[src/rtl/decode_queue_m1_if.sv]
// Micro-op type package and the fetch/issue bundle of the M1 decode queue.
// The package sits here so it is compiled ahead of the interface that uses it.
package Types_m1;
    typedef struct packed {
        logic       call_alu;
        logic       call_bru;
        logic       call_lsu;
        logic       call_misc;
        logic       is_fence;
        logic       mem_store;
        logic [3:0] opcode;
        logic [3:0] func4;
    } uop_t;
endpackage

interface decode_queue_m1_if #(
    parameter int unsigned LANES     = 2,
    parameter int unsigned DEPTH     = 8,
    parameter int unsigned PAYLOAD_W = 24
);
    import Types_m1::*;

    logic                                push_valid_in;
    logic                                push_ready_out;
    logic [3:0]                          push_opcode_in;
    logic [3:0]                          push_func4_in;
    logic [PAYLOAD_W-1:0]                push_payload_in;
    logic [LANES-1:0]                    issue_valid_out;
    logic                                issue_ready_in;
    uop_t [LANES-1:0]                    uop_out;
    logic [LANES-1:0][PAYLOAD_W-1:0]     payload_out;
    logic [LANES-1:0]                    illegal_out;
    logic                                fence_pending_out;
    logic                                fence_done_in;
    logic [$clog2(DEPTH+1)-1:0]          count_out;

    modport slave (
        input  push_valid_in, push_opcode_in, push_func4_in, push_payload_in,
        input  issue_ready_in, fence_done_in,
        output push_ready_out, issue_valid_out, uop_out, payload_out,
        output illegal_out, fence_pending_out, count_out
    );

    modport master (
        output push_valid_in, push_opcode_in, push_func4_in, push_payload_in,
        output issue_ready_in, fence_done_in,
        input  push_ready_out, issue_valid_out, uop_out, payload_out,
        input  illegal_out, fence_pending_out, count_out
    );
endinterface

[src/rtl/decode_queue_m1.sv]
// Circular instruction queue with multi-lane M1 decode; groups end before
// fences/illegals and issue stalls in FENCE_WAIT until the memory system reports done.
module decode_queue_m1 #(
    parameter int unsigned LANES     = 2,
    parameter int unsigned DEPTH     = 8,
    parameter int unsigned PAYLOAD_W = 24
) (
    input logic             clk_in,
    input logic             rst_in,
    input logic             flush_in,
    decode_queue_m1_if.slave bus
);
    import Types_m1::*;

    localparam int unsigned PTR_W = $clog2(DEPTH);
    localparam int unsigned CNT_W = $clog2(DEPTH+1);

    typedef enum logic {RUN, FENCE_WAIT} state_e;

    logic [3:0]           op_q [DEPTH];
    logic [3:0]           f4_q [DEPTH];
    logic [PAYLOAD_W-1:0] pl_q [DEPTH];

    logic [PTR_W-1:0] head_q, head_d, tail_q, tail_d;
    logic [CNT_W-1:0] count_q, count_d, pop_cnt;
    state_e           state_q, state_d;

    logic [PTR_W-1:0]     lane_idx [LANES];
    logic [3:0]           lane_op  [LANES];
    logic [3:0]           lane_f4  [LANES];
    logic [LANES-1:0]     special, is_fence, is_illegal, valid;
    logic                 push, pop, fence_pop;

    function automatic uop_t decode(input logic [3:0] op, input logic [3:0] f4);
        uop_t u;
        u        = '0;
        u.opcode = op;
        u.func4  = f4;
        if (op <= 4'h6) begin
            u.call_alu = 1'b1;
        end else if (op <= 4'h9) begin
            u.call_bru = 1'b1;
        end else if (op == 4'hA) begin
            u.call_lsu  = 1'b1;
            u.mem_store = f4[0];
        end else if (op == 4'hB) begin
            u.call_misc = 1'b1;
            u.is_fence  = (f4 == 4'h0);
        end else begin
            u = '0;
        end
        return u;
    endfunction

    always_comb begin
        valid   = '0;
        pop_cnt = '0;
        bus.uop_out     = '0;
        bus.payload_out = '0;
        bus.illegal_out = '0;
        for (int unsigned i = 0; i < LANES; i++) begin
            lane_idx[i]   = head_q + PTR_W'(i);
            lane_op[i]    = op_q[lane_idx[i]];
            lane_f4[i]    = f4_q[lane_idx[i]];
            is_illegal[i] = (lane_op[i] >= 4'hC);
            is_fence[i]   = (lane_op[i] == 4'hB) && (lane_f4[i] == 4'h0);
            special[i]    = is_illegal[i] || is_fence[i];
        end
        // A special head entry issues alone; a special later entry closes the group before it.
        valid[0] = (state_q == RUN) && (count_q != '0);
        for (int unsigned i = 1; i < LANES; i++) begin
            valid[i] = valid[i-1] && (CNT_W'(i) < count_q) && !special[i] && !special[0];
        end
        for (int unsigned i = 0; i < LANES; i++) begin
            pop_cnt = pop_cnt + CNT_W'(valid[i]);
            if (valid[i]) begin
                bus.uop_out[i]     = decode(lane_op[i], lane_f4[i]);
                bus.payload_out[i] = pl_q[lane_idx[i]];
                bus.illegal_out[i] = is_illegal[i];
            end
        end
    end

    assign push      = bus.push_valid_in && bus.push_ready_out && !flush_in && !rst_in;
    assign pop       = valid[0] && bus.issue_ready_in;
    assign fence_pop = pop && is_fence[0];

    always_comb begin
        head_d  = head_q;
        tail_d  = tail_q;
        count_d = count_q;
        state_d = state_q;
        if (pop) begin
            head_d = head_q + PTR_W'(pop_cnt);
        end
        if (push) begin
            tail_d = tail_q + 1'b1;
        end
        count_d = count_q + CNT_W'(push) - (pop ? pop_cnt : '0);
        case (state_q)
            RUN:        if (fence_pop)         state_d = FENCE_WAIT;
            FENCE_WAIT: if (bus.fence_done_in) state_d = RUN;
            default:                           state_d = RUN;
        endcase
    end

    always_ff @(posedge clk_in) begin
        if (rst_in || flush_in) begin
            head_q  <= '0;
            tail_q  <= '0;
            count_q <= '0;
            state_q <= RUN;
        end else begin
            head_q  <= head_d;
            tail_q  <= tail_d;
            count_q <= count_d;
            state_q <= state_d;
        end
    end

    always_ff @(posedge clk_in) begin
        if (push) begin
            op_q[tail_q] <= bus.push_opcode_in;
            f4_q[tail_q] <= bus.push_func4_in;
            pl_q[tail_q] <= bus.push_payload_in;
        end
    end

    assign bus.issue_valid_out   = valid;
    assign bus.push_ready_out    = (count_q < CNT_W'(DEPTH));
    assign bus.fence_pending_out = (state_q == FENCE_WAIT);
    assign bus.count_out         = count_q;
endmodule
[src/flat_wrapper.sv]
// flat-port wrapper written by rule: the top's interface ports become plain ports
module decode_queue_m1_flat import Types_m1::*;
#(
    parameter int unsigned LANES     = 2,
    parameter int unsigned DEPTH     = 8,
    parameter int unsigned PAYLOAD_W = 24
)
  (clk_in, rst_in, flush_in, bus_push_valid_in, bus_push_opcode_in, bus_push_func4_in, bus_push_payload_in, bus_issue_ready_in, bus_fence_done_in, bus_push_ready_out, bus_issue_valid_out, bus_uop_out, bus_payload_out, bus_illegal_out, bus_fence_pending_out, bus_count_out);
  decode_queue_m1_if #(.LANES(LANES), .DEPTH(DEPTH), .PAYLOAD_W(PAYLOAD_W)) bus_i ();
  input logic clk_in;
  input logic rst_in;
  input logic flush_in;
  input wire logic [$bits(bus_i.push_valid_in)-1:0] bus_push_valid_in;
  input wire logic [$bits(bus_i.push_opcode_in)-1:0] bus_push_opcode_in;
  input wire logic [$bits(bus_i.push_func4_in)-1:0] bus_push_func4_in;
  input wire logic [$bits(bus_i.push_payload_in)-1:0] bus_push_payload_in;
  input wire logic [$bits(bus_i.issue_ready_in)-1:0] bus_issue_ready_in;
  input wire logic [$bits(bus_i.fence_done_in)-1:0] bus_fence_done_in;
  output wire logic [$bits(bus_i.push_ready_out)-1:0] bus_push_ready_out;
  output wire logic [$bits(bus_i.issue_valid_out)-1:0] bus_issue_valid_out;
  output wire logic [$bits(bus_i.uop_out)-1:0] bus_uop_out;
  output wire logic [$bits(bus_i.payload_out)-1:0] bus_payload_out;
  output wire logic [$bits(bus_i.illegal_out)-1:0] bus_illegal_out;
  output wire logic [$bits(bus_i.fence_pending_out)-1:0] bus_fence_pending_out;
  output wire logic [$bits(bus_i.count_out)-1:0] bus_count_out;
  assign bus_i.push_valid_in = bus_push_valid_in;
  assign bus_i.push_opcode_in = bus_push_opcode_in;
  assign bus_i.push_func4_in = bus_push_func4_in;
  assign bus_i.push_payload_in = bus_push_payload_in;
  assign bus_i.issue_ready_in = bus_issue_ready_in;
  assign bus_i.fence_done_in = bus_fence_done_in;
  assign bus_push_ready_out = bus_i.push_ready_out;
  assign bus_issue_valid_out = bus_i.issue_valid_out;
  assign bus_uop_out = bus_i.uop_out;
  assign bus_payload_out = bus_i.payload_out;
  assign bus_illegal_out = bus_i.illegal_out;
  assign bus_fence_pending_out = bus_i.fence_pending_out;
  assign bus_count_out = bus_i.count_out;
  decode_queue_m1 #(.LANES(LANES), .DEPTH(DEPTH), .PAYLOAD_W(PAYLOAD_W)) u_core (.clk_in(clk_in), .rst_in(rst_in), .flush_in(flush_in), .bus(bus_i));
endmodule
[config.mk]
export PLATFORM = sky130hd
export DESIGN_NAME = decode_queue_m1_flat
export DESIGN_NICKNAME = d
export VERILOG_FILES = /design/src/rtl/decode_queue_m1_if.sv /design/src/rtl/decode_queue_m1.sv /design/src/flat_wrapper.sv
export SDC_FILE = /design/constraint.sdc
export NUM_CORES = 1
export LEC_CHECK = 0
export ABC_AREA = 1
export BUFFER_PORTS_ARGS = -buffer_cell sky130_fd_sc_hd__buf_2
export CAP_MARGIN = 20
export CORE_UTILIZATION = 30
export CTS_CLUSTER_DIAMETER = 50
export CTS_CLUSTER_SIZE = 10
export DETAILED_ROUTE_END_ITERATION = 8
export PLACE_DENSITY = 0.53
export SYNTH_ARGS = -nofsm -noshare
export SYNTH_HDL_FRONTEND = slang
export SYNTH_SLANG_ARGS = --single-unit
[constraint.sdc]
create_clock -name clk_in -period 3.7 [get_ports clk_in]
set_input_delay 0.37 -clock clk_in [delete_from_list [all_inputs] [get_ports clk_in]]
set_output_delay 0.37 -clock clk_in [all_outputs]
set_load 0.005 [all_outputs]
==> metrics.md <==
| Metric | Value |
|---|---|
| #FFs+latches synth | 270 |
| Measured slew at the worst slew-check pin | roughly 630 ps |
| Layout cells sized above 1 | between 15 and 20% |
| Cell taking the most area after synthesis | edfxtp_1 |
| Core area | around 45,000 um^2 |
| Fin nets | ~1,600 |
| Max Root-Sink Buffers | 3 |
| Post-Layout Inst Area | roughly 16,000 um^2 |
| Area of placed instances | 15,100 um^2 |
| Vias in the first global route | approximately 11,000 |
| DRT antenna net count | 0 |
| Area growth syn-to-layout | 19.4% |
| H-tree depth | 2 |
| Tot Pwr | 7.22 mW |
| RD Place Congestion | roughly 0.85 |
| Unrepaired setup endpoints after global routing | false |
| CTS root buffer | clkbuf_16 |
| Flop pwr share | about 47% |
| Post-DP HPWL | 26,400 um |
| Synth cell types | 32 |
| Final Hold Viols | 0 |
| Number of port buffers | 121 |
| Post-synthesis cell count | approximately 1,500 |
| Setup CP Type | flop to output pin |
| Post-CTS Hold Fix Bufs | 0 |
| Most frequent cell after synthesis | edfxtp_1 |
| # Max-Cap Violations | 0 |
| Final period util | around nine tenths |
| PD cells | 443 nW/um^2 |
| Clock-pin slew on the worst setup and hold paths | around 50 ps |
| Iter 0 DRT Violations | approximately 1,100 |
| CTS buffer count | 39 |
| Seq/Total Area, Yosys | approximately 58% |
| CTS Sinks | between 200 and 300 |
| CTS tree | yes |
| Lkg Pwr | 6.29 nW |
| Critical Path Fanout Max | 37 |
| CP Launch Type | flop |
| Count of final setup violators | 0 |
| # rows | between 70 and 80 |
| Vias per std cell | around 5.1 |
| Post-Syn Area | 13,700 um^2 |
| Hold WC Path Type | input pin to flop |
| Dpl cells | approximately 2,100 |
| Int Pwr | 5.68 mW |
| Max VDD drop | roughly 0.28 mV |
| Die ar. | about 46,000 um^2 |
| Data arrival, critical path | 3020 ps |
| Setup TNS | 0 ps |
| Slew headroom | roughly three fifths |
| # DRC | 0 |
| Initial Utilization | between 30% and 40% |
| Switching Share | about a fifth |
| Final Skew | around 19 ps |
| Outcome | complete, no violations |
| EDFF count, synth | 256 |
| Vias post-DR | approximately 11,000 |
| DR WL/cell | around 20 um |
| Final std cells w/o fill | around 2,200 |
| Synth area leaders | edfxtp_1 (56%), o21ai_0 (8.2%), nand2_1 (6.2%) |
| Synth Flop Type | edfxtp_1 |
| Die width | ~220 um |
| Post-synth top area share | 56.2% |
| CP required | between 3000 and 4000 ps |
| Global-route wire length before repair | roughly 66,000 um |
| Clk pwr share | about half |
| Io pins | approximately 120 |
| Global Route Usage Sum | roughly 19% |
| Largest net degree at the start of global routing | about 100 |
| Syn. warnings | 0 |
| Grt ovf | 0 |
| Post-CTS Repair Setup Buffers | 0 |
| Clk_lat worst skew | 560 ps |
| Sw Pwr | around 1.5 mW |
| Final min period | ~3400 ps |
| DR pass1 iterations | 5 |
| Fin. max-slew vios | 0 |
| Fmax | 0.295 GHz |
| Syn Area/Cell | approximately 9.2 um^2 |
| Power share of the combinational group | about 3% |
| Top cells by count, synth | edfxtp_1 (256), nand2_1 (226), o21ai_0 (225), inv_1 (169), a21oi_1 (127) |
| Height of the die | around 220 um |
| Crit end category | output pin |
| Async set-reset flop share out of synthesis | 0% |
| Initial antenna violation count | 7 |
| Wirelength, routed | around 43,000 um |
==> per-layer routing <==
| layer | wire [um] | GRT usage (%) |
|---|---|---|
| met1 | 19200 | 24.7 |
| met2 | 19800 | 29.1 |
| met3 | 3140 | 4.20 |
| met4 | 1200 | 7.71 |
| met5 | 53 | 0 |
==> cell usage in the layout (no fill, tap or decap), types with 3 or more instances in the layout <==
cell,Yosys,routed
inv_4,1,3
inv_6,0,3
a31oi_1,25,25
o21ai_1,21,21
o21ai_0,225,225
nor3_1,6,6
diode_2,0,3
nor2_4,0,8
buf_12,2,6
o211ai_1,25,25
nand2_2,3,3
a21oi_1,127,126
buf_2,26,121
o22ai_1,24,24
nand2_1,226,226
clkinv_1,0,3
inv_1,169,169
dfxtp_1,14,11
nand3_1,84,84
dfxtp_4,0,3
nor2_2,22,22
edfxtp_1,256,256
nor2_1,126,118
clkbuf_1,54,3
buf_4,10,43
bufinv_16,0,4
clkinvlp_4,0,3
clkbuf_16,0,40
ha_1,10,9
==> path summary, 6_finish.rpt <==
kind                                 startpoint                            endpoint  slack (ps)  cells past startpoint
setup / recovery  u_core.head_q[0]$_SDFFE_PP0P_                 bus_payload_out[27]         310                     13
hold / removal          bus_push_payload_in[19]        u_core.pl_q[2][19]$_DFFE_PP_          80                      1
setup reg to reg  u_core.head_q[0]$_SDFFE_PP0P_  u_core.bus.count_out[2]$_SDFF_PP0_         360                     21
hold reg to reg   u_core.tail_q[0]$_SDFFE_PP0P_       u_core.tail_q[0]$_SDFFE_PP0P_         510                      2
==> what timing repair did <==
item | 4_1_cts | 5_1_grt
gates cloned | 0 | 0
pin swaps | 0 | 0
resized for setup | 1 | 3
endpoints found under the setup margin | 2 | 4
==> power by group through the flow <==
stage | logic (mW) | registers, mW | clock network [mW]
2_1_floorplan | 0.104 | 3.43 | 0
3_3_place_gp | 0.215 | 3.43 | 0
3_5_place_dp | 0.219 | 3.43 | 0
4_1_cts | 0.220 | 3.36 | 3.72
5_1_grt | 0.245 | 3.36 | 3.82
6_report | 0.218 | 3.37 | 3.64
==> critical path, cell delays in order, from the launching register on <==
cell     delay (ps)
dfxtp_4         370
ha_4            350
buf_4           210
nand3_1          90
nand2_1          70
nand2_1          50
nand2_1         110
nand2_2          80
nor2_2          140
nand2_1         100
nand3_2          90
buf_6           410
nor2_1          190
buf_2           170
==> registers in the layout, summed over array words and instances (netlist names), named ones only <==
register / flops
u_core.f4_q: 32
u_core.bus.count_out: 4
u_core.bus.fence_pending_out: 1
u_core.tail_q: 3
u_core.head_q: 3
u_core.op_q: 32
u_core.pl_q: 192
==> per-stage QoR <==
| step | setup slack (ps) | hold slack (ps) | utilization [%] |
|---|---|---|---|
| 2_1_floorplan | 377 | 469 | - |
| 3_3_place_gp | 348 | 494 | 33.7 |
| 3_5_place_dp | 235 | 506 | 33.7 |
| 4_1_cts | 104 | 57.7 | 36.5 |
| 5_1_grt | 17.5 | 76.6 | 36.6 |
| 6_report | 313 | 78.2 | 36.6 |
==> logic make-up after synthesis <==
| family | after synthesis | synth area share [%] |
|---|---|---|
| AO/OA/AOI/OAI | 449 | 17.4 |
| XOR/XNOR | 3 | 0.247 |
| adder cells (fa/ha/maj) | 12 | 1.21 |
| buffers and inverters | 278 | 8.57 |
| flip-flops | 270 | 58.3 |
| other | 1 | 0.0274 |
| AND/OR/NAND/NOR | 470 | 14.3 |
==> layout make-up <==
| type | instances | area, um^2 |
|---|---|---|
| inverters | 174 | 661 |
| multi-input cells | 936 | 4630 |
| repair buffers | 171 | 1060 |
| fillers | 4455 | 28300 |
| flip-flops and latches | 270 | 7980 |
| clock buffers | 44 | 1030 |
| diodes | 3 | 7.51 |
| well taps | 592 | 741 |
| clock inverters | 17 | 219 |
Power figures use the tool's default switching activity.
